==> config.mk <==
export PLATFORM = sky130hd
export DESIGN_NAME = acc_bank
export DESIGN_NICKNAME = d
export VERILOG_FILES = /design/src/rtl/acc_bank.sv
export SDC_FILE = /design/constraint.sdc
export NUM_CORES = 1
export LEC_CHECK = 0
export CAP_MARGIN = 10
export CORE_ASPECT_RATIO = 0.5
export CORE_UTILIZATION = 35
export CTS_CLUSTER_SIZE = 30
export DETAILED_ROUTE_END_ITERATION = 10
export GPL_ROUTABILITY_DRIVEN = 0
export PLACE_DENSITY = 0.54
export SYNTH_ARGS = -nofsm -noshare
export SYNTH_HDL_FRONTEND = slang
export SYNTH_SLANG_ARGS = --single-unit
==> constraint.sdc <==
create_clock -name clk -period 10.91 [get_ports clk]
set_clock_uncertainty 0.1 [all_clocks]
set_input_delay 2.182 -clock clk [delete_from_list [all_inputs] [get_ports clk]]
set_output_delay 2.182 -clock clk [all_outputs]
set_load 0.02 [all_outputs]
==> src/rtl/acc_bank.sv <==
// Bank of NUM_ACC accumulators with load/add/sub/adc, registered global status flags
// and optional signed saturation. Out-of-range selects read as zero and ignore writes.
module acc_bank #(
    parameter int unsigned WIDTH   = 8,
    parameter int unsigned NUM_ACC = 4,
    parameter bit          SAT     = 1'b0,
    parameter int unsigned SEL_W   = (NUM_ACC > 1) ? $clog2(NUM_ACC) : 1
) (
    input  logic             clk,
    input  logic             rst,
    input  logic             regWrite,
    input  logic [1:0]       op,
    input  logic [SEL_W-1:0] sel,
    input  logic [WIDTH-1:0] in,
    output logic [WIDTH-1:0] out,
    output logic             zero,
    output logic             neg,
    output logic             carry,
    output logic             ovf
);

    typedef enum logic [1:0] {
        OP_LOAD = 2'b00,
        OP_ADD  = 2'b01,
        OP_SUB  = 2'b10,
        OP_ADC  = 2'b11
    } op_t;

    localparam int unsigned MSB = WIDTH - 1;
    localparam logic [WIDTH-1:0] SAT_MAX = {1'b0, {(WIDTH-1){1'b1}}};
    localparam logic [WIDTH-1:0] SAT_MIN = {1'b1, {(WIDTH-1){1'b0}}};

    logic [WIDTH-1:0] acc [NUM_ACC];
    logic [WIDTH-1:0] a;
    logic             hit;
    op_t              op_e;
    logic [WIDTH:0]   raw;
    logic             raw_c;
    logic             raw_v;
    logic [WIDTH-1:0] res;

    assign op_e = op_t'(op);

    // Decoded mux rather than acc[sel]: selects past NUM_ACC fall through to zero.
    always_comb begin
        a   = '0;
        hit = 1'b0;
        for (int unsigned i = 0; i < NUM_ACC; i++) begin
            if (sel == SEL_W'(i)) begin
                a   = acc[i];
                hit = 1'b1;
            end
        end
    end

    assign out = a;

    always_comb begin
        raw   = '0;
        raw_c = 1'b0;
        raw_v = 1'b0;
        case (op_e)
            OP_LOAD: begin
                raw = {1'b0, in};
            end
            OP_ADD: begin
                raw   = {1'b0, a} + {1'b0, in};
                raw_c = raw[WIDTH];
                raw_v = (a[MSB] == in[MSB]) && (raw[MSB] != a[MSB]);
            end
            OP_SUB: begin
                raw   = {1'b0, a} - {1'b0, in};
                raw_c = raw[WIDTH];
                raw_v = (a[MSB] != in[MSB]) && (raw[MSB] != a[MSB]);
            end
            OP_ADC: begin
                raw   = {1'b0, a} + {1'b0, in} + {{WIDTH{1'b0}}, carry};
                raw_c = raw[WIDTH];
                raw_v = (a[MSB] == in[MSB]) && (raw[MSB] != a[MSB]);
            end
            default: begin
                raw = '0;
            end
        endcase

        // Overflow direction always follows the sign of the accumulator operand.
        res = raw[WIDTH-1:0];
        if (SAT && raw_v) begin
            res = a[MSB] ? SAT_MIN : SAT_MAX;
        end
    end

    always_ff @(posedge clk) begin
        if (rst) begin
            for (int unsigned i = 0; i < NUM_ACC; i++) begin
                acc[i] <= '0;
            end
            zero  <= 1'b0;
            neg   <= 1'b0;
            carry <= 1'b0;
            ovf   <= 1'b0;
        end else if (regWrite && hit) begin
            for (int unsigned i = 0; i < NUM_ACC; i++) begin
                if (sel == SEL_W'(i)) begin
                    acc[i] <= res;
                end
            end
            zero  <= (res == '0);
            neg   <= res[MSB];
            carry <= raw_c;
            ovf   <= raw_v;
        end
    end

endmodule

# Word-level counts from Yosys, hierarchy flattened
# Memories as Yosys holds them, arrays and structs flattened.
# Cells that the tools add are included.
# totals
ram_bits	32
ff_bits	4
out_inout_bits	12
memories	1
input_bits	15
# memory_table
name	words	width	read_ports	rd_ports_with_merged_regs	write_ports	line	source
acc	4	8	4	0	4	33	logic [WIDTH-1:0] acc [NUM_ACC];
# op_classes
muxes	32
eq_ne	11
reduce_logical	7
n_addsub	3
bitwise	4
# op_table
cell	count
2-to-1 mux 8 bit	8
case mux 8 bit (4 select lines)	1
2-to-1 mux 1 bit	21
adder 8 x 8 -> 9 bit	1
adder 9 x 1 -> 9 bit	1
subtractor 8 x 8 -> 9 bit	1
== test 2 bit (second input constant)	4
zero test 8 bit	1
case mux 1 bit (3 select lines)	2
== test 2 x 1 -> 1 bit (second input constant)	2
logical AND 1 bit	4
zero test 2 bit	2
!= test 1 bit	4
OR 1 bit	4
== test 1 bit	1

# Longest topological paths before layout
# Gate-level depths: netlist of the first run.
# logic_depth
depth_word	10
depth_mapped	13
depth_no_buf	12

# Worst setup path after synthesis of the first run
# OpenSTA, ideal clock, no wires.
# synth_path
path_type	in2out
startpoint	input port sel[0]
endpoint	output port out[4]
n_path_buf	1
required_ps	8628
setup_slack_ps	5431
stages	2
t_arrival_ps	3197
path_cell_list	clkbuf_1 mux4_2
# synth_between
elab_chain_len	5
# synth_lines
item	line	source
start, declared	13	input logic [SEL_W-1:0] sel,
zero test 2 bit	49	if (sel == SEL_W'(i)) begin
2-to-1 mux 8 bit (3 in series)	49	
2-to-1 mux 8 bit (*)	49	
end, declared	15	output logic [WIDTH-1:0] out,
# Mark *: on every way between the ends. The rest lies on a longest branch, timed or not.

# Worst setup path in the final report of the first run
# layout_path
startpoint	input port sel[0]
endpoint	output port out[1]
# The elaborated chain is that of the path after synthesis.

==> summary.md, run 1 <==
| Metric | Value |
|---|---|
| Vias per cell | `5.32` |
| Switching power | `0.000137 W` |
| Fin. Hold Viols | `0` |
| Switching share of power | `31.3%` |
| WP data required | `8.63 ns` |
| Synthesized area per cell | `10.2 um^2` |
| Max H-tree Level | `2` |
| Failing checks | `DRC` |
| CTS root buffer | `clkbuf_16` |
| Initial antenna violation count | `0` |
| CP endpoint kind | `primary output` |
| Layout area overhead | `17.8%` |
| Asr flop ratio synth | `0%` |
| Vias in the first global route | `2025` |
| Crit-path max FO | `13` |
| RSZ-0062 raised after global routing | `false` |
| # hold bufs at CTS | `0` |
| Fill cell count | `700` |
| Yosys warns | `0` |
| Hold Crit Class | `reg -> reg` |
| Row count | `22` |
| Sequential fraction of the synthesis area | `39.0%` |
| Data arrival, critical path | `4.41 ns` |
| Slew @ Worst Pin | `0.812 ns` |
| Inserted Clock Buffers | `5` |
| Synth Flop Type | `edfxtp_1` |
| Chip Height | `63.7 um` |
| First-pass detailed-route iteration total | `8` |
| Max Clk Rate | `149 MHz` |
| GR Overflow Total | `0` |
| Via count | `2027` |
| P_leak | `1.22 nW` |
| Total of max-cap violations | `0` |
| Status | `complete, but fails checks` |
| Fin nets | `321` |
| CTS Buffer Depth | `2` |
| Setup crit start kind | `input port` |
| Final setup violation count | `0` |
| Quantity of I/O buffers inserted on ports | `26` |
| Post-Syn Area | `2670 um^2` |
| Power share of the sequential group | `37.0%` |
| Resize count post-CTS | `0` |
| Max IR drop VDD | `51.2 uV` |
| Syn Inst Count | `261` |
| Final period util | `61.3%` |
| Share of cells above drive strength 1 | `10.5%` |
| Fin area | `3140 um^2` |
| Starting Density | `36.3%` |
| Antenna cells | `0` |
| Worst-path clk slew | `0.05 ns` |
| Post-synth EDFFs | `32` |
| Per-cell routed wire length | `17.1 um` |
| CTS tree | `yes` |
| Setup TNS | `0 ns` |
| FF+latch count, synth | `36` |
| Placed wire-length estimate | `5080 um` |
| Post-CTS Setup Inserts | `0` |
| Worst slew margin | `45.7%` |
| Slew Limit Fails | `0` |
| Largest net degree at the start of global routing | `24` |
| Minimum clock period | `6.69 ns` |
| Pre-CTS setup slack | `4.20 ns` |
| Post-Syn Nets | `298` |
| GR Util All Layers | `17.4%` |
| Skew-Pair Late Insertion Delay | `0.28 ns` |
| PD cells | `139 nW/um^2` |
| Combinational power share | `32.6%` |
| Fin worst setup slack | `4.22 ns` |
| # DRC | `1` |
| Synth cell types | `52` |
| CTS sink count | `36` |
| Post-DP Area | `3000 um^2` |
| DR iter-0 viols | `218` |
| Die Area | `7990 um^2` |
| I/O pin count | `27` |
| Clock power frac | `30.4%` |
| Antenna viol nets, final | `0` |
| Die X | `125 um` |
| First-pass GRT wire length | `10500 um` |
| Internal | `0.000301 W` |
| Critical path class | `in -> out` |
| Final WL | `6510 um` |
| Core area | `7350 um^2` |
-- metal layers --
layer  GRT usage (%)  routed length, um
met1            24.3               3080
met2            27.3               2960
met3            2.55                371
met4            6.55                102
met5               0                  0
-- critical path, cell delays in order --
cell	delay [ns]
clkdlybuf4s50_1	0.96
mux4_2	0.68
clkdlybuf4s50_1	0.57
-- final cells by class --
class,instances,area (um^2),area share (%)
inverters,19,71.3,2.27
clock buffers,6,129,4.10
repair buffers,26,260,8.28
multi-input cells,196,1510,48.0
well taps,96,120,3.82
clock inverters,2,11.3,0.358
flip-flops and latches,36,1040,33.1
-- layout by cell type (no fill, tap or decap), types with 4 or more instances in the layout --
cell / n
clkbuf_16: 5
nor2_1: 45
clkdlybuf4s50_1: 26
a31o_2: 4
nor2b_1: 5
xnor2_1: 9
nand2_1: 12
nor3_1: 6
o21ai_0: 7
ha_1: 20
dfxtp_1: 4
nand3_1: 6
inv_1: 18
a21oi_1: 12
mux4_2: 8
edfxtp_1: 32
xor2_1: 5
nand2b_1: 6
-- stage by stage --
step	total power [W]	hold WS, ns	util (%)	cells
after floorplan	0.000265	0.448	-	261
after global routing	0.000462	0.425	42.7	381
final	0.000438	0.383	42.7	381
after detailed placement	0.000306	0.370	40.8	373
after CTS	0.000440	0.386	42.7	381
after global placement	0.000303	0.378	40.8	373
-- logic make-up (layout without fill, tap and decap cells) --
| logic type | count (synthesis) | after routing | share of synthesized area, % |
|---|---|---|---|
| fa+ha+maj | 22 | 22 | 10.9 |
| buf+inv | 29 | 53 | 4.36 |
| flops | 36 | 36 | 39.0 |
| mux | 15 | 15 | 9.57 |
| simple gates | 96 | 96 | 17.6 |
| xor+xnor | 15 | 15 | 5.21 |
| compound gates | 48 | 48 | 13.3 |
-- worst paths after layout --
path,depth (start not counted),from,slack [ns],to
setup / recovery,3,sel[0],4.22,out[1]
hold / removal,2,zero,0.38,zero
setup reg to reg,11,acc[2][0],7.21,zero
hold reg to reg,2,zero,0.38,zero
-- Yosys cell counts, types with 6 or more instances --
| cell | instances | area, um^2 |
|---|---|---|
| a21oi_1 | 12 | 60.1 |
| nor3_1 | 6 | 30.0 |
| o21ai_0 | 7 | 35.0 |
| mux4_2 | 8 | 180 |
| inv_1 | 18 | 67.6 |
| xnor2_1 | 9 | 78.8 |
| clkbuf_1 | 9 | 33.8 |
| edfxtp_1 | 32 | 961 |
| ha_1 | 20 | 250 |
| nand2b_1 | 6 | 37.5 |
| nor2_1 | 45 | 169 |
| nand3_1 | 6 | 30.0 |
| nand2_1 | 12 | 45.0 |
-- sequential cells by signal, indices dropped and copies added, names as in the netlist --
name,count
neg,1
zero,1
ovf,1
carry,1
acc,32
-- power by group through the flow --
stage / registers [W] / logic [W] / clock network (W)
3_3_place_gp: 0.000164 / 0.000139 / 0
2_1_floorplan: 0.000165 / 0.000101 / 0
4_1_cts: 0.000162 / 0.000142 / 0.000136
3_5_place_dp: 0.000165 / 0.000141 / 0
6_report: 0.000162 / 0.000143 / 0.000133
5_1_grt: 0.000163 / 0.000156 / 0.000144
No activity file was read; power rests on OpenSTA's default activity.
==> inputs of run 2 (changes only) <==
==> constraint.sdc (replaced) <==
create_clock -name clk -period 6.3 [get_ports clk]
set_clock_uncertainty 0.1 [all_clocks]
set_input_delay 1.26 -clock clk [delete_from_list [all_inputs] [get_ports clk]]
set_output_delay 1.26 -clock clk [all_outputs]
set_load 0.02 [all_outputs]
==> run 2 against run 1 <==
Effect of this change:
- the run now ends clean
- final cell count is 0.26% higher
- first-iteration DRC count is 23% lower
- combinational power is 73% higher
- setup slack worse by 3.2 ns
- power is 82% higher
- critical path depth is 9 higher
- via count is 0.89% lower
- clock power is 100% higher
- highest routed layer unchanged
==> summary.md, run 2 (synthesized netlist as in run 1, its figures left out) <==
| Metric | Value |
|---|---|
| Commonest non-fill, non-tap cell in the layout | `nor2_1` |
| Met2 Resource Use GR | `26.4%` |
| Core area | `7350 um^2` |
| Starting Density | `36.3%` |
| Post-CTS Setup Inserts | `0` |
| Worst-path clk slew | `0.05 ns` |
| # DRC | `0` |
| Fin. Hold Viols | `0` |
| Placed wire-length estimate | `4780 um` |
| Skew-Pair Late Insertion Delay | `0.28 ns` |
| Met1 GRT Util | `24.5%` |
| # hold bufs at CTS | `0` |
| DP Cell Count | `374` |
| First-pass GRT wire length | `10300 um` |
| Commonest non-fill, non-tap cells in the layout | `45 x nor2_1, 32 x edfxtp_1, 26 x clkdlybuf4s50_1` |
| Status | `completed` |
| Inserted Clock Buffers | `5` |
| Layout Utilization | `43.2%` |
| Die Area | `7990 um^2` |
| Largest register FFs | `32` |
| Reg with most FFs | `acc` |
| Hold_ws | `0.389 ns` |
| DR iter-0 viols | `168` |
| CTS tree | `yes` |
| Initial antenna violation count | `0` |
| Via count | `2009` |
| Data arrival, critical path | `5.34 ns` |
| Minimum clock period | `5.26 ns` |
| Top Usage Layer GRT | `met2` |
| First-pass detailed-route iteration total | `6` |
| Row count | `22` |
| Setup TNS | `0 ns` |
| GR Overflow Total | `0` |
| Critical path class | `in -> reg` |
| Hold Crit Class | `reg -> reg` |
| Max IR drop VDD | `129 uV` |
| Quantity of I/O buffers inserted on ports | `26` |
| WP data required | `6.39 ns` |
| PD cells | `251 nW/um^2` |
| CTS root buffer | `clkbuf_16` |
| Setup crit start kind | `input port` |
| Slew @ Worst Pin | `0.813 ns` |
| Max Clk Rate | `190 MHz` |
| Final WL | `6340 um` |
| Total of max-cap violations | `0` |
| Overall power | `0.000796 W` |
| Antenna viol nets, final | `0` |
| P_leak | `1.24 nW` |
| Die X | `125 um` |
| Layout area overhead | `19.0%` |
| CP endpoint kind | `flip-flop` |
| Worst slew margin | `45.6%` |
| Fill cell count | `684` |
| Per-cell routed wire length | `16.6 um` |
| Vias in the first global route | `1952` |
| I/O pin count | `27` |
| CTS sink count | `36` |
| Max H-tree Level | `2` |
| CTS Buffer Depth | `2` |
| Final period util | `83.4%` |
| Vias per cell | `5.26` |
| Antenna cells | `0` |
| GR Util All Layers | `16.7%` |
| RSZ-0062 raised after global routing | `false` |
| Final setup violation count | `0` |
| Slew Limit Fails | `0` |
| Largest net degree at the start of global routing | `24` |
| Met3 Use GR | `2.29%` |
| Resize count post-CTS | `0` |
| Fin nets | `322` |
| Crit-path max FO | `8` |
| Share of cells above drive strength 1 | `10.8%` |
| Fin cells | `382` |
| Chip Height | `63.7 um` |
run 2: metal layers:
metal / share of wire, % / wire, um
met5: 0 / 0
met4: 0.66 / 42
met3: 4.5 / 288
met2: 44 / 2820
met1: 50 / 3190
run 2: cell type report:
class	count	area, um^2	area share (%)
Clock inverter	3	37.5	1.18
Clock buffer	5	125	3.94
Sequential cell	36	1040	32.8
Tap cell	96	120	3.79
Multi-Input combinational cell	196	1510	47.6
Inverter	19	71.3	2.25
Timing Repair Buffer	27	268	8.44
run 2: final timing paths:
path,start,endpoint,slack [ns],depth (start not counted)
worst max register to register,acc[2][0],zero,2.60,11
worst min register to register,zero,zero,0.39,2
worst min-delay path,zero,zero,0.39,2
worst max-delay path,sel[0],zero,1.04,12
run 2: per-stage QoR:
step	setup WS, ns	area, um^2
after detailed placement	0.756	3010
after CTS	1.01	3170
after floorplan	1.76	2670
after global routing	0.761	3170
after global placement	0.857	3010
final	1.04	3170
run 2: critical path: stages:
cell and delay, ns:
clkdlybuf4s50_1 0.82, mux4_2 0.62, ha_1 0.24, fa_1 0.54, ha_1 0.22, nand3b_1 0.09
a21oi_1 0.17, a31oi_1 0.05, o21ai_0 0.61, nand4_1 0.20, nand4bb_1 0.25, o31ai_2 0.26
run 2: where the power goes:
part / total (W) / internal (W) / leakage (nW) / switching, W
logic: 0.000247 / 0.000101 / 0.792 / 0.000145
clock network: 0.000270 / 0.000184 / 0.0789 / 0.0000861
registers: 0.000280 / 0.000276 / 0.368 / 0.00000421
